`src/rtl/vecmac_seq_ctrl.sv`:
```
// Sequencer for the 4-lane int8 multiply datapath: streams operand words, tracks in-flight
// issues, accumulates lane sums into one dot-product result. Define VECMAC_SAT_EN to saturate on overflow.
module vecmac_seq_ctrl #(
    parameter int LEN_W   = 16,
    parameter int ACC_W   = 32,
    parameter int MAX_OUT = 8
) (
    input  logic             clk,
    input  logic             rst_n,
    input  logic             start,
    input  logic [LEN_W-1:0] vec_len,
    input  logic             abort,
    output logic             busy,
    input  logic             in_valid,
    output logic             in_ready,
    input  logic [31:0]      in_a,
    input  logic [31:0]      in_b,
    output logic             dp_in_valid,
    output logic [31:0]      dp_in_a,
    output logic [31:0]      dp_in_b,
    input  logic             dp_out_valid,
    input  logic [17:0]      dp_out_sum,
    output logic             res_valid,
    input  logic             res_ready,
    output logic [ACC_W-1:0] res_acc,
    output logic             res_ovf
);

    localparam int OUT_W = $clog2(MAX_OUT + 1);

    typedef enum logic [2:0] {
        S_IDLE,
        S_RUN,
        S_DRAIN,
        S_DONE,
        S_FLUSH
    } state_t;

    state_t             state_q, state_d;
    logic [LEN_W-1:0]   len_q, len_d;
    logic [LEN_W-1:0]   issued_q, issued_d;
    logic [OUT_W-1:0]   outst_q, outst_d;
    logic [ACC_W-1:0]   acc_q, acc_d;
    logic               ovf_q, ovf_d;
    logic               dpv_q, dpv_d;
    logic [31:0]        dpa_q, dpa_d;
    logic [31:0]        dpb_q, dpb_d;

    logic               hs;
    logic               ret;
    logic               acc_en;
    logic [ACC_W:0]     sum_wide;

    assign in_ready = (state_q == S_RUN) && (issued_q < len_q)
                      && (outst_q < OUT_W'(MAX_OUT)) && !abort;
    assign hs       = in_valid && in_ready;
    // Returns only count while something can be in flight; stray valids never underflow outst.
    assign ret      = dp_out_valid && (outst_q != '0)
                      && (state_q inside {S_RUN, S_DRAIN, S_FLUSH});
    assign acc_en   = dp_out_valid && !abort && (state_q inside {S_RUN, S_DRAIN});
    assign sum_wide = {1'b0, acc_q} + (ACC_W + 1)'(dp_out_sum);

    // NOTE: every next-state variable gets its hold value first so no path can infer a latch.
    always_comb begin
        state_d  = state_q;
        len_d    = len_q;
        issued_d = issued_q;
        outst_d  = outst_q;
        acc_d    = acc_q;
        ovf_d    = ovf_q;
        dpv_d    = hs;
        dpa_d    = hs ? in_a : dpa_q;
        dpb_d    = hs ? in_b : dpb_q;

        if (hs && !ret) begin
            outst_d = outst_q + OUT_W'(1);
        end else if (!hs && ret) begin
            outst_d = outst_q - OUT_W'(1);
        end

        if (hs) begin
            issued_d = issued_q + LEN_W'(1);
        end

        if (acc_en) begin
`ifdef VECMAC_SAT_EN
            acc_d = sum_wide[ACC_W] ? {ACC_W{1'b1}} : sum_wide[ACC_W-1:0];
`else
            acc_d = sum_wide[ACC_W-1:0];
`endif
            if (sum_wide[ACC_W]) begin
                ovf_d = 1'b1;
            end
        end

        unique case (state_q)
            S_IDLE: begin
                if (start && !abort) begin
                    len_d    = vec_len;
                    acc_d    = '0;
                    ovf_d    = 1'b0;
                    issued_d = '0;
                    state_d  = (vec_len == '0) ? S_DONE : S_RUN;
                end
            end
            S_RUN: begin
                if (abort) begin
                    state_d = S_FLUSH;
                end else if (hs && ((issued_q + LEN_W'(1)) == len_q)) begin
                    state_d = S_DRAIN;
                end
            end
            S_DRAIN: begin
                // Wait for the final sum to land in acc before presenting the result.
                if (abort) begin
                    state_d = S_FLUSH;
                end else if ((outst_q == '0) && !dp_out_valid) begin
                    state_d = S_DONE;
                end
            end
            S_DONE: begin
                if (abort || res_ready) begin
                    state_d = S_IDLE;
                end
            end
            S_FLUSH: begin
                if (outst_q == '0) begin
                    state_d = S_IDLE;
                end
            end
            default: state_d = S_IDLE;
        endcase
    end

    // NOTE: sequential state uses non-blocking assignments so all registers update from the same snapshot.
    always_ff @(posedge clk or negedge rst_n) begin
        if (!rst_n) begin
            state_q  <= S_IDLE;
            len_q    <= '0;
            issued_q <= '0;
            outst_q  <= '0;
            acc_q    <= '0;
            ovf_q    <= 1'b0;
            dpv_q    <= 1'b0;
            dpa_q    <= '0;
            dpb_q    <= '0;
        end else begin
            state_q  <= state_d;
            len_q    <= len_d;
            issued_q <= issued_d;
            outst_q  <= outst_d;
            acc_q    <= acc_d;
            ovf_q    <= ovf_d;
            dpv_q    <= dpv_d;
            dpa_q    <= dpa_d;
            dpb_q    <= dpb_d;
        end
    end

    assign busy        = (state_q != S_IDLE);
    assign dp_in_valid = dpv_q;
    assign dp_in_a     = dpa_q;
    assign dp_in_b     = dpb_q;
    assign res_valid   = (state_q == S_DONE);
    assign res_acc     = acc_q;
    assign res_ovf     = ovf_q;

endmodule

```
`config.mk`:
```
export PLATFORM = sky130hd
export DESIGN_NAME = vecmac_seq_ctrl
export DESIGN_NICKNAME = d
export VERILOG_FILES = /design/src/rtl/vecmac_seq_ctrl.sv
export SDC_FILE = /design/constraint.sdc
export NUM_CORES = 1
export LEC_CHECK = 0
export CAP_MARGIN = 5
export CORE_MARGIN = 3
export CORE_UTILIZATION = 50
export CTS_BUF_LIST = sky130_fd_sc_hd__clkbuf_4
export DETAILED_ROUTE_END_ITERATION = 8
export HOLD_SLACK_MARGIN = 0.02
export PLACE_DENSITY_LB_ADDON = 0.3
export RECOVER_POWER = 50
export SLEW_MARGIN = 20
export SYNTH_ARGS = -nofsm -noshare
export SYNTH_HDL_FRONTEND = slang
export SYNTH_SLANG_ARGS = --single-unit
```
`constraint.sdc`:
```
create_clock -name clk -period 4.1 [get_ports clk]
set_input_delay 0.82 -clock clk [delete_from_list [all_inputs] [get_ports clk]]
set_output_delay 0.82 -clock clk [all_outputs]
set_load 0.1 [all_outputs]
```
# After elaboration in Yosys (flattened, before gate mapping)
# Index checks and enable logic that the tools add are counted.
[word_totals] reg_bits=137 elab_cells=74
[op_classes] addsub=4 n_lt_le_gt_ge=2 eq_ne=10 muxes=21 reduce_logical=28
[ops] op="32-bit 2-to-1 mux" count=3
[ops] op="16-bit 2-to-1 mux" count=3
[ops] op="32-bit by 18-bit adder with 33-bit output" count=1
[ops] op="3-bit 2-to-1 mux" count=7
[ops] op="16-bit by 1-bit adder with 16-bit output (second input constant)" count=1
[ops] op="16-bit equality test" count=1
[ops] op="16-bit zero test" count=1
[ops] op="16-bit less-than comparator" count=1
[ops] op="3-bit one-hot mux with 5 select lines" count=1
[ops] op="1-bit logical AND" count=13
[ops] op="4-bit 2-to-1 mux" count=2
[ops] op="3-bit by 2-bit equality test with 1-bit output (second input constant)" count=2
[ops] op="3-bit by 2-bit != test with 1-bit output (second input constant)" count=2
[ops] op="3-bit nonzero test" count=2
[ops] op="5-bit AND reduction" count=1
[ops] op="4-bit by 1-bit adder with 4-bit output (second input constant)" count=1
[ops] op="1-bit zero test" count=4
[ops] op="4-bit zero test" count=1
[ops] op="4-bit less-than comparator (second input constant)" count=1
[ops] op="1-bit 2-to-1 mux" count=4
[ops] op="2-bit by 1-bit != test with 1-bit output (second input constant)" count=2
[ops] op="2-bit nonzero test" count=2
[ops] op="4-bit nonzero test" count=1
[ops] op="4-bit by 1-bit subtractor with 4-bit output (second input constant)" count=1
[ops] op="7 further kinds" count=7

# Longest topological paths before layout
# Gate-level depths: netlist of the first run.
[depth] ltp_word=9 depth_mapped=16 ltp_nobuf=15

# Least setup slack after synthesis of the first run
# No wires, ideal clock.
[synth_path] kind="register -> register" from="register acc_q[0] (netlist: res_acc[0])" to="register acc_q[30] (netlist: res_acc[30])" t_arrival_ps=3348 required_time_ps=4023 slack_ps=675 path_stages_with_launch=13 n_path_buf=1 synth_period_minus_slack_ps=3425 path_cell_list="dfrtp_1 -> ha_1 -> inv_1 -> fa_1 -> nor2b_4 -> o21a_1 -> a311o_2 -> a311oi_4 -> o2111ai_2 -> nand2_2 -> buf_6 -> or4_1 -> a21oi_1"
[synth_via] elab_chain_len=4
[synth_lines] item="from (decl)" line_no="43" rtl="logic [ACC_W-1:0] acc_q, acc_d;"
[synth_lines] item="from (signal assigned)" line_no="142" rtl="acc_q <= '0;"
[synth_lines] item="from (signal assigned)" line_no="152" rtl="acc_q <= acc_d;"
[synth_lines] item="32-bit by 18-bit adder with 33-bit output *" line_no="61" rtl="assign sum_wide = {1'b0, acc_q} + (ACC_W + 1)'(dp_out_sum);"
[synth_lines] item="32-bit 2-to-1 mux *" line_no="85" rtl="if (acc_en) begin"
[synth_lines] item="32-bit 2-to-1 mux" line_no="98" rtl="if (start && !abort) begin"
[synth_lines] item="32-bit 2-to-1 mux *" line_no="96" rtl="unique case (state_q)"
[synth_lines] item="net acc_d[30]" line_no="43"
# Mark *: on every way through the listed nets, which the timed path passes. The rest lies on a longest branch.
# A chain may end at the register's enable or synchronous reset.

# Worst setup path in the final report of the first run
[layout_path] from="input port abort" to="register len_q[15]"
[layout_via] elab_chain_len=3
[layout_lines] item="from (decl)" line_no="12" rtl="input logic abort,"
[layout_lines] item="1-bit zero test" line_no="98"
[layout_lines] item="1-bit logical AND" line_no="98"
[layout_lines] item="2-bit AND reduction (no source line)"
[layout_lines] item="to (signal assigned)" line_no="149" rtl="len_q <= len_d;"
[layout_lines] item="to (decl)" line_no="40" rtl="logic [LEN_W-1:0] len_q, len_d;"
# Every way passes these cells.

==> impl_metrics.toml, run 1 <==
[run_status]
status = "complete, but fails checks"
violations = "max-capacitance violations, max-slew violations"

[final_layout]
layout-drive-gt1-share_pct = 4.98
final.fill_count = 1153
final_util_pct = 67.6
multi_input_comb_area_um2 = 3760
fin_nets = 1196
area_growth_pct = 31.6
final_area_um2 = 9870
seqCellArea_um2 = 3430

[drt]
via_per_inst = 5.32
ant_nets = 0
via_count = 6647
totalWireLength_um = 19600
drt_iter0_drc = 433
avgRoutedWirePerCell_um = 15.6
drc = 0
drtPass1Iterations = 5

[placement]
io_buffer_count = 205
placed_cell_area_um2 = 9660
gp_congestion = 0.949
dpl.hpwl_um = 14200

[clock_network]
tritoncts = "yes"
postCtsSetupBuffers = 0
hold_buffers = 0
cts.sink_count = 137
cts_root_buffer = "clkbuf_4"
cts-resized-gates = 0
clock_latency_ns = 0.54
cts_max_path_buffers = 2
cts_buffers = 17
h-tree-depth = 4
clkTransAtPathRegs_ns = 0.11

[sta]
max_slew_margin_pct = -87.9
worst_pin_slew_ns = 2.82
post-route-min-period_ns = 3.72
fin_setup_tns_ns = 0
hold_viol_final = 0
setup_viol = 0
skew_ns = 0.0183
rsz0062_at_grt = "no"
slew_viol_final = 168
fin_crit_sh_pct = 90.7
fmax_ghz = 0.269

[worst_hold_path]
min_path_type = "flip-flop to flip-flop"

[setup_path]
start_kind = "input port"
cp.required_ns = 4.53
critPathCaptureType = "flip-flop"
worstSetupPathType = "input port to flip-flop"
crit_path_max_fanout = 55
worstPathArrival_ns = 4.15

[die]
die_w_um = 128
dieArea_um2 = 16500
core-area_um2 = 14600
die_y_um = 128
io_pins = 206
initial_core_util_pct = 51.4
rows = 44

[logic_synthesis]
netlist_instances = 860
muxShareOfSynthArea_pct = 1.22
synth.ff_latch_count = 137
synth_adder_area_share_pct = 6.87
yosysSeqAreaShare_pct = 45.7
synthFlopType = "dfrtp_1"
synth.avg_cell_area_um2 = 8.72
synth_async_sr_flop_share_pct = 100
synth_top_family_by_area = "simple AND/OR/NAND/NOR gates"
synthXorXnorAreaFrac_pct = 6.31
yosysUniqueCellTypes = 64
synth.area.top_cells = "dfrtp_1 46%, nand2_1 14%, ha_1 6.3%, xnor2_1 3.6%, xor2_1 2.7%"
synth_top_area_share_pct = 45.7
synth_warnings = 0
synth_simple_gate_area_share_pct = 24.2
synth_top_cell_by_area = "dfrtp_1"
syn-cell-area_um2 = 7500
synth_edf_count = 0
synth_fp_nets = 1005
synth-compound-area-share_pct = 11.6

[power_and_ir_drop]
leakagePower_nw = 4.52
pwr_density_cell_nw_per_um2 = 865
irDropWorstVdd_uv = 734

[grt]
overflow = 0
grt_pass1_vias = 6520
grt_pass1_wl_um = 31700
grt_start_max_net_pins = 112
track_usage_pct = 24.0
antenna_found_initial = 1

[job]
drv_cap = 2
[cells by family (layout without fill, tap and decap cells)]
| family | Yosys count | in the layout |
|---|---|---|
| buf+inv | 69 | 273 |
| simple gates | 416 | 416 |
| mux | 9 | 9 |
| xor+xnor | 54 | 54 |
| compound gates | 135 | 135 |
| flops | 137 | 137 |
| other cells | 0 | 2 |
| fa+ha+maj | 40 | 40 |
[per-layer routing]
layer / GRT usage (%) / wire (µm) / share of wire, %
met1: 30.5 / 8300 / 42
met2: 38.1 / 9180 / 47
met3: 8.76 / 1710 / 8.7
met4: 8.30 / 361 / 1.8
met5: 0 / 0 / 0
[critical path, cell delays in order]
cell	delay, ns
dlygate4sd3_1	0.61
or2_2	0.34
nor3_1	0.27
clkbuf_1	1.61
nand2_1	0.31
o21ai_0	0.17
[metrics by stage]
step           cells  hold slack, ns  setup slack (ns)  total power [mW]
2_1_floorplan    860           0.452             0.675              6.43
3_3_place_gp    1216           0.456             0.373              7.72
3_5_place_dp    1216           0.463             0.302              7.79
4_1_cts         1248           0.423             0.334              8.61
5_1_grt         1249           0.499             0.175              8.98
6_report        1250           0.484             0.380              8.53
[worst paths after layout]
| check | start | endpoint | slack, ns | cells after the start |
|---|---|---|---|---|
| max | abort | len_q[15] | 0.38 | 6 |
| min | dp_in_a[3] | dp_in_a[3] | 0.48 | 2 |
| max reg2reg | issued_q[6] | outst_q[3] | 0.55 | 14 |
| min reg2reg | dp_in_a[3] | dp_in_a[3] | 0.48 | 2 |
| max in group asynchronous | rst_n | issued_q[10] | 1.10 | 2 |
| min in group asynchronous | rst_n | res_acc[12] | 1.11 | 1 |
[state kept, by name (all words and copies together), names as in the netlist, 3 cells and up]
name      cells
len_q        16
dp_in_a      32
dp_in_b      32
state_q       3
outst_q       4
issued_q     16
res_acc      32
[synth_stat cells (3+ instances only)]
cell,n
nand2_1,270
dfrtp_1,137
nor2_1,46
o21ai_0,40
ha_1,38
a21oi_1,37
xnor2_1,31
inv_1,29
clkbuf_1,25
xor2_1,23
nand3_1,16
nor3_1,16
buf_2,10
mux2i_1,8
nand4_1,8
nor4_1,8
o211ai_1,8
and2_1,7
and3_1,7
a211oi_1,6
a21o_1,6
nor2b_1,6
or3_1,6
or4_1,5
o21bai_1,4
o31ai_1,4
a2111oi_0,3
a21boi_0,3
buf_6,3
nor3b_1,3
o21a_1,3
[area by class of cell]
type                       instances  area share [%]
timing repair buffer             212            21.2
antenna                            2          0.0507
multi-input combinational        654            38.1
sequential                       137            34.7
tap                              184            2.33
clock inverter                    14            1.10
clock buffer                      18            1.37
inverter                          29            1.10
[placed cells by master (no fill, tap or decap), types with 12 or more instances in the layout]
| cell type | instances |
|---|---|
| clkdlybuf4s50_1 | 190 |
| nand2_1 | 270 |
| xor2_1 | 23 |
| nor3_1 | 16 |
| xnor2_1 | 31 |
| nand3_1 | 16 |
| nor2_1 | 46 |
| o21ai_0 | 40 |
| dfrtp_1 | 137 |
| ha_1 | 38 |
| a21oi_1 | 37 |
| inv_1 | 28 |
| dlygate4sd3_1 | 12 |
| clkbuf_4 | 18 |
[power by group]
group	internal [mW]	switching (mW)
clock network	0.297	0.499
registers	1.85	0.349
logic	1.39	4.15
Power figures use the tool's default switching activity.
==> inputs of run 2 (changes only) <==
==> constraint.sdc (replaced) <==
create_clock -name clk -period 4.1 [get_ports clk]
set_input_delay 0.82 -clock clk [delete_from_list [all_inputs] [get_ports clk]]
set_output_delay 0.82 -clock clk [all_outputs]
set_load 0.005 [all_outputs]
==> impl_metrics.toml, run 2 (synthesized netlist as in run 1, its figures left out) <==
[power_and_ir_drop]
seqPwrFrac_pct = 37.9
p_clk_share_pct = 18.2
swShare_pct = 35.1
leakagePower_nw = 4.61
comb_power_share_pct = 43.8
p_int_mw = 3.76
irDropWorstVdd_uv = 366
pwr_density_cell_nw_per_um2 = 580
p_sw_mw = 2.03
finalPower_mw = 5.79

[clock_network]
hold_buffers = 0
cts_root_buffer = "clkbuf_4"
cts_max_path_buffers = 2
cts-resized-gates = 0
clock_latency_ns = 0.54
tritoncts = "yes"
postCtsSetupBuffers = 0
cts_buffers = 17
clkTransAtPathRegs_ns = 0.11
cts.sink_count = 137
h-tree-depth = 4

[drt]
totalWireLength_um = 19300
drtPass1Iterations = 6
ant_nets = 0
avgRoutedWirePerCell_um = 15.4
drt_iter0_drc = 399
via_per_inst = 5.31
via_count = 6641
drc = 0

[setup_path]
r2r_setup_slack_ns = 0.70
cp_top_family = "buffers and inverters"
worstSetupPathType = "input port to output pin"
path_cells = "dlygate4sd3_1 > nor2_1 > nand3_1 > a211oi_1 > and3_1 > clkdlybuf4s50_1"
cp.required_ns = 3.28
start_kind = "input port"
crit_path_max_fanout = 5
cp.buffers_inverters = 2
critPathCaptureType = "output pin"
critPathMaxStageDelay_ns = 0.60
critical-path-slowest-cell = "dlygate4sd3_1"
worstPathArrival_ns = 3.09

[grt]
overflow = 0
grt_start_max_net_pins = 103
grt_pass1_wl_um = 31800
grt_pass1_vias = 6649
antenna_found_initial = 0
track_usage_pct = 23.7

[run_status]
status = "complete, but fails checks"
violations = "max-capacitance violations, max-slew violations"

[die]
dieArea_um2 = 16500
initial_core_util_pct = 51.4
io_pins = 206
rows = 44
die_y_um = 128
die_w_um = 128
core-area_um2 = 14600

[sta]
fin_hold_ws_ns = 0.480
setup_viol = 0
fin_setup_tns_ns = 0
fmax_ghz = 0.256
slew_viol_final = 159
rsz0062_at_grt = "no"
hold_viol_final = 0
finalWorstSetupSlack_ns = 0.187
max_slew_margin_pct = -71.4
post-route-min-period_ns = 3.91
worst_pin_slew_ns = 2.57
skew_ns = 0.0174
fin_crit_sh_pct = 95.4

[final_layout]
final_cell_mix = "270 x nand2_1, 175 x clkdlybuf4s50_1, 137 x dfrtp_1"
area_growth_pct = 33.1
fin_nets = 1197
layout-drive-gt1-share_pct = 4.98
mostFrequentLayoutCell = "nand2_1"
final_area_um2 = 9980

[job]
drv_cap = 2

[placement]
dpl.hpwl_um = 14000
placed_cell_area_um2 = 9660
io_buffer_count = 205
place_ws_ns = 0.180
gp_congestion = 0.916

[worst_hold_path]
min_path_type = "flip-flop to flip-flop"
==> run 2: changes by cell type in the layout (fill, tap and decap cells not counted), moves of 2 or more <==
cell | before | now
clkinv_2 | 3 | 1
clkinvlp_4 | 3 | 1
clkdlybuf4s50_1 | 190 | 175
dlygate4sd3_1 | 12 | 29
bufinv_16 | 1 | 5
==> run 2: metrics by stage <==
stage	util [%]	cells
after floorplan	-	860
after global placement	66.2	1217
after detailed placement	66.2	1217
after CTS	68.6	1249
after global routing	68.4	1249
final	68.4	1250
==> run 2: metal layers <==
metal	GRT usage, %	up-vias	share of wire, %
li1	-	3277	-
met1	29.7	3111	42
met2	37.8	221	46
met3	8.92	32	9.2
met4	8.61	0	2.3
met5	0	-	0
==> run 2: cell type report <==
cell class	instances	area, µm²
clock inverter	14	204
clock buffer	18	135
inverter	29	109
fill	1158	4610
antenna	1	2.50
timing repair buffer	213	2100
sequential	137	3430
multi-input combinational	654	3770
tap	184	230
==> run 2: path summary, 6_finish.rpt <==
path | startpoint | to | cells after the start
worst max-delay path | abort | in_ready | 6
min in group asynchronous | rst_n | res_acc[12] | 1
worst min-delay path | dp_in_b[28] | dp_in_b[28] | 2
worst max register to register | issued_q[6] | outst_q[3] | 14
worst min register to register | dp_in_b[28] | dp_in_b[28] | 2
max in group asynchronous | rst_n | dp_in_a[31] | 2
==> run 2: power groups by stage <==
stage | Combinational, mW | Clock (mW) | Sequential (mW)
finish | 2.54 | 1.05 | 2.20
floorplan | 1.33 | 0 | 2.20
global route | 2.85 | 1.13 | 2.27
CTS | 2.61 | 1.07 | 2.21
detailed placement | 2.60 | 0 | 2.22
global placement | 2.55 | 0 | 2.21
==> run 2: worst register-to-register path, stage by stage, from the launching register on <==
cell and delay (ns):
dfrtp_1 0.49, ha_1 0.33, a2111oi_0 0.35, o21ai_0 0.15
o211ai_1 0.31, nand4_4 0.30, inv_2 0.14, ha_1 0.19
inv_1 0.09, ha_1 0.28, a21o_1 0.17, a21oi_1 0.17
xnor2_1 0.13, nor2_1 0.06, xor2_1 0.14
==> inputs of run 3 (changes only) <==
--- a/config.mk
+++ b/config.mk
@@ -9,6 +9,7 @@
 export CORE_MARGIN = 3
 export CORE_UTILIZATION = 50
 export CTS_BUF_LIST = sky130_fd_sc_hd__clkbuf_4
+export CTS_CLUSTER_SIZE = 40
 export DETAILED_ROUTE_END_ITERATION = 8
 export HOLD_SLACK_MARGIN = 0.02
 export PLACE_DENSITY_LB_ADDON = 0.3
==> results of run 3 <==
The final DEF is identical to that of run 2; final timing and power are the same.
